### src/rtl/rx_if.sv
// Receiver bus bundle: baud enable, control/config, serial line and frame results.
interface rx_if #(
  parameter int MAX_DATA_WIDTH = 8
) ();
  logic                      baud_en_i;
  logic                      rx_en_i;
  logic [4:0]                rx_conf_i;
  logic                      uart_rx_i;
  logic [MAX_DATA_WIDTH-1:0] rx_data_o;
  logic                      rx_valid_o;
  logic                      rx_parity_err_o;
  logic                      rx_frame_err_o;
  logic                      rx_busy_o;

  // Driver side (register logic / pad / baud generator)
  modport master (
    output baud_en_i, rx_en_i, rx_conf_i, uart_rx_i,
    input  rx_data_o, rx_valid_o, rx_parity_err_o, rx_frame_err_o, rx_busy_o
  );

  // Receiver side
  modport slave (
    input  baud_en_i, rx_en_i, rx_conf_i, uart_rx_i,
    output rx_data_o, rx_valid_o, rx_parity_err_o, rx_frame_err_o, rx_busy_o
  );
endinterface

### src/rtl/rx_module.sv
// UART receive stage: 16x oversampled frame recovery with parity and stop-bit checking.
// Line polarity: idle 0, start 1, stop 0; data LSB first, optional even parity.
module rx_module #(
  parameter int MAX_DATA_WIDTH       = 8,
  parameter int SAMPLE_COUNTER_WIDTH = 4
) (
  input  logic clk_i,
  input  logic rst_i,
  rx_if.slave  bus
);

  localparam int DCW = $clog2(MAX_DATA_WIDTH);

  localparam logic [2:0] S_RESET  = 3'd0;
  localparam logic [2:0] S_IDLE   = 3'd1;
  localparam logic [2:0] S_START  = 3'd2;
  localparam logic [2:0] S_DATA   = 3'd3;
  localparam logic [2:0] S_PARITY = 3'd4;
  localparam logic [2:0] S_STOP   = 3'd5;
  localparam logic [2:0] S_DONE   = 3'd6;

  // Counter value at the bit midpoint (start check) and at a full bit period (data/stop sampling)
  localparam logic [SAMPLE_COUNTER_WIDTH-1:0] CNT_HALF = SAMPLE_COUNTER_WIDTH'((1 << (SAMPLE_COUNTER_WIDTH-1)) - 1);
  localparam logic [SAMPLE_COUNTER_WIDTH-1:0] CNT_FULL = '1;

  typedef struct packed {
    logic [1:0] data_size;
    logic [1:0] stop_size;
    logic       parity_en;
  } rx_conf_t;

  logic [1:0]                      sync_q;
  logic                            rx_s;
  logic [2:0]                      state_q, state_d;
  logic [SAMPLE_COUNTER_WIDTH-1:0] scnt_q, scnt_d;
  logic [DCW-1:0]                  dcnt_q, dcnt_d;
  logic [1:0]                      stcnt_q, stcnt_d;
  rx_conf_t                        conf_q, conf_d;
  logic [MAX_DATA_WIDTH-1:0]       shf_q, shf_d;
  logic                            perr_q, perr_d;
  logic                            ferr_q, ferr_d;
  logic                            busy_q, busy_d;
  logic [MAX_DATA_WIDTH-1:0]       data_o_q, data_o_d;
  logic                            perr_o_q, perr_o_d;
  logic                            ferr_o_q, ferr_o_d;
  logic                            valid_q, valid_d;
  logic [DCW-1:0]                  last_bit;

  assign rx_s     = sync_q[1];
  assign last_bit = DCW'(32'd4 + 32'(conf_q.data_size));

  // Two-flop synchroniser on the asynchronous serial line
  always_ff @(posedge clk_i or posedge rst_i) begin
    if (rst_i) sync_q <= '0;
    else       sync_q <= {sync_q[0], bus.uart_rx_i};
  end

  // Next-state logic; everything except the valid pulse advances only on baud ticks
  always_comb begin
    state_d  = state_q;
    scnt_d   = scnt_q;
    dcnt_d   = dcnt_q;
    stcnt_d  = stcnt_q;
    conf_d   = conf_q;
    shf_d    = shf_q;
    perr_d   = perr_q;
    ferr_d   = ferr_q;
    busy_d   = busy_q;
    data_o_d = data_o_q;
    perr_o_d = perr_o_q;
    ferr_o_d = ferr_o_q;
    valid_d  = 1'b0;
    if (bus.baud_en_i) begin
      if (!bus.rx_en_i && state_q != S_RESET && state_q != S_DONE) begin
        // Disable aborts the frame silently
        state_d = S_RESET;
        busy_d  = 1'b0;
      end else begin
        case (state_q)
          S_RESET: state_d = S_IDLE;
          S_IDLE: if (rx_s) begin
            state_d = S_START;
            scnt_d  = '0;
            conf_d  = rx_conf_t'(bus.rx_conf_i);
          end
          S_START: begin
            if (scnt_q == CNT_HALF) begin
              if (rx_s) begin
                state_d = S_DATA;
                scnt_d  = '0;
                dcnt_d  = '0;
                shf_d   = '0;
                perr_d  = 1'b0;
                ferr_d  = 1'b0;
                busy_d  = 1'b1;
              end else begin
                state_d = S_IDLE;
              end
            end else begin
              scnt_d = scnt_q + 1'b1;
            end
          end
          S_DATA: begin
            scnt_d = scnt_q + 1'b1;
            if (scnt_q == CNT_FULL) begin
              shf_d[dcnt_q] = rx_s;
              if (dcnt_q == last_bit) begin
                dcnt_d  = '0;
                stcnt_d = '0;
                state_d = conf_q.parity_en ? S_PARITY : S_STOP;
              end else begin
                dcnt_d = dcnt_q + 1'b1;
              end
            end
          end
          S_PARITY: begin
            scnt_d = scnt_q + 1'b1;
            if (scnt_q == CNT_FULL) begin
              perr_d  = rx_s ^ (^shf_q);
              state_d = S_STOP;
            end
          end
          S_STOP: begin
            scnt_d = scnt_q + 1'b1;
            if (scnt_q == CNT_FULL) begin
              ferr_d = ferr_q | rx_s;
              if (stcnt_q == conf_q.stop_size) state_d = S_DONE;
              else                             stcnt_d = stcnt_q + 1'b1;
            end
          end
          S_DONE: begin
            valid_d  = 1'b1;
            busy_d   = 1'b0;
            data_o_d = shf_q;
            perr_o_d = perr_q;
            ferr_o_d = ferr_q;
            state_d  = bus.rx_en_i ? S_IDLE : S_RESET;
          end
          default: state_d = S_RESET;
        endcase
      end
    end
  end

  // State and output registers
  always_ff @(posedge clk_i or posedge rst_i) begin
    if (rst_i) begin
      state_q  <= S_RESET;
      scnt_q   <= '0;
      dcnt_q   <= '0;
      stcnt_q  <= '0;
      conf_q   <= '0;
      shf_q    <= '0;
      perr_q   <= 1'b0;
      ferr_q   <= 1'b0;
      busy_q   <= 1'b0;
      data_o_q <= '0;
      perr_o_q <= 1'b0;
      ferr_o_q <= 1'b0;
      valid_q  <= 1'b0;
    end else begin
      state_q  <= state_d;
      scnt_q   <= scnt_d;
      dcnt_q   <= dcnt_d;
      stcnt_q  <= stcnt_d;
      conf_q   <= conf_d;
      shf_q    <= shf_d;
      perr_q   <= perr_d;
      ferr_q   <= ferr_d;
      busy_q   <= busy_d;
      data_o_q <= data_o_d;
      perr_o_q <= perr_o_d;
      ferr_o_q <= ferr_o_d;
      valid_q  <= valid_d;
    end
  end

  assign bus.rx_data_o       = data_o_q;
  assign bus.rx_valid_o      = valid_q;
  assign bus.rx_parity_err_o = perr_o_q;
  assign bus.rx_frame_err_o  = ferr_o_q;
  assign bus.rx_busy_o       = busy_q;

endmodule

### src/flat_wrapper.sv
// flat-port wrapper written by rule: the top's interface ports become plain ports
module rx_module_flat 
#(
  parameter int MAX_DATA_WIDTH       = 8,
  parameter int SAMPLE_COUNTER_WIDTH = 4
)
  (clk_i, rst_i, bus_baud_en_i, bus_rx_en_i, bus_rx_conf_i, bus_uart_rx_i, bus_rx_data_o, bus_rx_valid_o, bus_rx_parity_err_o, bus_rx_frame_err_o, bus_rx_busy_o);
  rx_if #(.MAX_DATA_WIDTH(MAX_DATA_WIDTH)) bus_i ();
  input  logic clk_i;
  input  logic rst_i;
  input wire logic [$bits(bus_i.baud_en_i)-1:0] bus_baud_en_i;
  input wire logic [$bits(bus_i.rx_en_i)-1:0] bus_rx_en_i;
  input wire logic [$bits(bus_i.rx_conf_i)-1:0] bus_rx_conf_i;
  input wire logic [$bits(bus_i.uart_rx_i)-1:0] bus_uart_rx_i;
  output wire logic [$bits(bus_i.rx_data_o)-1:0] bus_rx_data_o;
  output wire logic [$bits(bus_i.rx_valid_o)-1:0] bus_rx_valid_o;
  output wire logic [$bits(bus_i.rx_parity_err_o)-1:0] bus_rx_parity_err_o;
  output wire logic [$bits(bus_i.rx_frame_err_o)-1:0] bus_rx_frame_err_o;
  output wire logic [$bits(bus_i.rx_busy_o)-1:0] bus_rx_busy_o;
  assign bus_i.baud_en_i = bus_baud_en_i;
  assign bus_i.rx_en_i = bus_rx_en_i;
  assign bus_i.rx_conf_i = bus_rx_conf_i;
  assign bus_i.uart_rx_i = bus_uart_rx_i;
  assign bus_rx_data_o = bus_i.rx_data_o;
  assign bus_rx_valid_o = bus_i.rx_valid_o;
  assign bus_rx_parity_err_o = bus_i.rx_parity_err_o;
  assign bus_rx_frame_err_o = bus_i.rx_frame_err_o;
  assign bus_rx_busy_o = bus_i.rx_busy_o;
  rx_module #(.MAX_DATA_WIDTH(MAX_DATA_WIDTH), .SAMPLE_COUNTER_WIDTH(SAMPLE_COUNTER_WIDTH)) u_core (.clk_i(clk_i), .rst_i(rst_i), .bus(bus_i));
endmodule
### config.mk
export PLATFORM = sky130hd
export DESIGN_NAME = rx_module_flat
export DESIGN_NICKNAME = d
export VERILOG_FILES = /design/src/rtl/rx_if.sv /design/src/rtl/rx_module.sv /design/src/flat_wrapper.sv
export SDC_FILE = /design/constraint.sdc
export NUM_CORES = 1
export LEC_CHECK = 0
export BUFFER_PORTS_ARGS = -buffer_cell sky130_fd_sc_hd__buf_4
export CAP_MARGIN = 10
export CORE_MARGIN = 2
export CORE_UTILIZATION = 55
export DETAILED_ROUTE_END_ITERATION = 10
export GPL_ROUTABILITY_DRIVEN = 1
export PLACE_DENSITY = 0.72
export SETUP_SLACK_MARGIN = 0.3
export SYNTH_ARGS = -nofsm -noshare
export SYNTH_HDL_FRONTEND = slang
export SYNTH_SLANG_ARGS = --single-unit
### constraint.sdc
create_clock -name clk_i -period 4.96 [get_ports clk_i]
set_input_delay 0.744 -clock clk_i [delete_from_list [all_inputs] [get_ports clk_i]]
set_output_delay 0.744 -clock clk_i [all_outputs]
set_load 0.02 [all_outputs]
==> run_results.csv <==
group,metric,value,unit
yosys,syn_avg_cell_area,10.4,µm²
setup_path,required,5150,ps
detailed_routing,via_count,1605,
yosys,yosys-top-cells-area,"dfrtp_1, mux2_2, o21ai_0",
detailed_routing,drtIter0Drc,99,
clock_network,cts_num_sinks,41,
setup_path,r2r-start,"u_core.state_q[2]$_DFFE_PP0P_",
die,fp.dieW,66.0,µm
die,coreArea,3690,µm²
grt,grt_max_degree,42,
yosys,ys_seq_area_share,48.6,%
yosys,postSynth.asyncResetShare,100,%
setup_path,setup.worst_path.start_class,"flop",
detailed_routing,wire_per_inst,15.6,µm
clock_network,cts_buffers,5,
clock_network,cts-hold-fix-buffers,0,
status,status,"complete, no violations",
setup_path,slowest_stage,"or4_1",
yosys,synth-seq-cells,41,
run,max_cap_viol_count,0,
sta,fmax,409,MHz
grt,gr-total-overflow,0,
detailed_routing,routed_wl,4200,µm
yosys,synth_nets,215,
clock_network,clock_latency,300,ps
sta,setup_viol,0,
power_and_ir_drop,leakage,0.00107,µW
yosys,netlist_area,2110,µm²
clock_network,cts_resized,0,
sta,finalMaxSlewViolations,0,
finish,final_nets,233,
sta,slew_headroom,52.6,%
yosys,synth_top_area_share,48.6,%
place,numPortBuffers,21,
yosys,ys.flop_type,"dfrtp_1",
die,fp-row-count,22,
sta,clock_skew,2.69,ps
sta,post-route-period-util,49.3,%
clock_network,cts.path.max_buffers,2,
power_and_ir_drop,p_per_area,369,nW/µm²
clock_network,clock-root-buffer,"clkbuf_8",
place,dpl.hpwl,3050,µm
yosys,synthCells,203,
finish,post-route-util,64.4,%
die,dieHeight,66.0,µm
yosys,synth-edff-count,0,
yosys,yosysTopAreaCell,"dfrtp_1",
clock_network,htree_num_levels,2,
clock_network,path_clk_slew,80,ps
detailed_routing,drc_errors,0,
yosys,synth.distinct_cells,43,
detailed_routing,vias_per_cell,5.94,
setup_path,critPathMaxFanout,13,
detailed_routing,postRouteAntennaNets,0,
power_and_ir_drop,irDropWorstVdd,0.254,mV
setup_path,startpoint,"u_core.state_q[2]$_DFFE_PP0P_",
yosys,yosysWarnings,0,
finish,fillerInstances,325,
grt,grt.total_usage,22.3,%
grt,first_global_vias,1511,
die,ios,22,
setup_path,rrSetupSlack,2510,ps
grt,grt_pass1_wl,7310,µm
setup_path,crit_type,"reg2reg",
sta,setup_tns,0,ps
min_path,hold_class,"reg2reg",
setup_path,worstPathArrival,2630,ps
min_path,hold_start,"u_core.sync_q[0]$_DFF_PP0_",
setup_path,cp_cell_sequence,"nand3b_1, or4_1, a2111o_1, mux2_4",
finish,n_antenna_cell,0,
detailed_routing,drt-pass1-iter-count,4,
sta,finalHoldViolations,0,
sta,tightest_slew,707,ps
die,start_util,57.2,%
finish,area_growth_syn_to_layout,12.6,%
clock_network,cts_tree,"built",
setup_path,crit_path_end_kind,"flop",
finish,drive_gt1_share,22.5,%
place,gp_congestion,0.902,
clock_network,cts_setup_buffers,0,
grt,antenna_found_initial,0,
sta,fin_crit,2450,ps
setup_path,slowest_delay,600,ps
sta,rsz0062_at_grt,"false",
die,dieArea,4350,µm²
==> stage by stage <==
stage | setup WS (ps) | total power (µW) | std cells | hold WS (ps) | area (µm²)
floorplan | 2970 | 614 | 203 | 331 | 2110
global placement | 2600 | 656 | 262 | 344 | 2290
detailed placement | 2500 | 668 | 262 | 368 | 2290
CTS | 2530 | 880 | 270 | 388 | 2380
global route | 2340 | 934 | 270 | 405 | 2380
finish | 2510 | 877 | 270 | 381 | 2380
==> worst paths after layout <==
path / to / cells after the start
setup reg to reg: u_core.stcnt_q[0]$_DFFE_PP0P_ / 4
hold / removal: u_core.sync_q[1]$_DFF_PP0_ / 0
max in group asynchronous: u_core.state_q[0]$_DFFE_PP0P_ / 3
hold reg to reg: u_core.sync_q[1]$_DFF_PP0_ / 0
setup / recovery: u_core.stcnt_q[0]$_DFFE_PP0P_ / 4
min in group asynchronous: u_core.bus.rx_data_o[7]$_DFFE_PP0P_ / 3
==> sequential cells by signal (all words and copies together), names as in the netlist <==
name and count:
u_core.bus.rx_busy_o 1, u_core.bus.rx_data_o 8, u_core.bus.rx_frame_err_o 1, u_core.bus.rx_parity_err_o 1, u_core.bus.rx_valid_o 1, u_core.conf_q 5, u_core.dcnt_q 3, u_core.ferr_q 1
u_core.perr_q 1, u_core.scnt_q 4, u_core.shf_q 8, u_core.state_q 3, u_core.stcnt_q 2, u_core.sync_q 2
==> cell usage in the layout, fill, tap and decap left out, drive strengths merged, types with 5 or more instances in the layout <==
master	Yosys	layout
o21ai	22	22
nand2	7	7
nand3	5	5
inv	12	12
buf	2	22
a31oi	9	9
xnor2	9	9
a21oi	7	7
nor2	7	7
dfrtp	41	41
clkbuf	9	5
mux2	18	18
o41ai	7	7
==> routing by layer <==
| metal | GRT usage [%] | wire (µm) | up-vias |
|---|---|---|---|
| met2 | 34.6 | 1960 | 41 |
| li1 | - | - | 788 |
| met4 | 7.91 | 57 | 0 |
| met3 | 5.11 | 220 | 6 |
| met1 | 30.9 | 1960 | 770 |
| met5 | 0 | 0 | - |
==> cell usage after synthesis (all sizes together), types with 2 or more instances <==
master / instances
inv: 12
o22ai: 4
ha: 2
nand3b: 3
a31oi: 9
dfrtp: 41
nor3: 2
o211ai: 2
or3: 2
nor2: 7
mux2: 18
xnor2: 9
buf: 2
a22o: 3
o31ai: 4
clkbuf: 9
o21ai: 22
xor2: 3
a21oi: 7
nand3: 5
nand2b: 2
nand4: 3
nand2: 7
nor2b: 3
o41ai: 7
a211oi: 2
==> power by group <==
| part | switching (µW) | internal [µW] | total (µW) |
|---|---|---|---|
| clock | 117 | 97.0 | 214 |
| sequential | 62.0 | 378 | 440 |
| combinational | 118 | 105 | 223 |
==> logic make-up (layout without fill, tap and decap cells) <==
logic type,count (synthesis),after routing,synth area share [%]
muxes,18,18,9.78
xor gates and xnor gates,12,12,4.98
adders and majority gates,2,2,1.19
AOI/OAI and AO/OA,67,67,20.6
DFF,41,41,48.6
buffers and inverters,23,42,4.33
and+or+nand+nor,40,40,10.5
==> critical path: cells and delay by family (launching register included) <==
family          cells  cell delay (ps)
mux                 1              320
simple gates        2             1030
compound gates      1              480
flops               1              510
==> final cells by class <==
class / count / area [µm²] / area share (%)
clock buffers: 5 / 68.8 / 2.90
multi-input cells: 139 / 993 / 41.8
clock inverters: 3 / 17.5 / 0.737
flip-flops and latches: 41 / 1030 / 43.2
inverters: 12 / 45.0 / 1.90
repair buffers: 22 / 165 / 6.95
well taps: 48 / 60.1 / 2.53
Power figures use the tool's default switching activity.
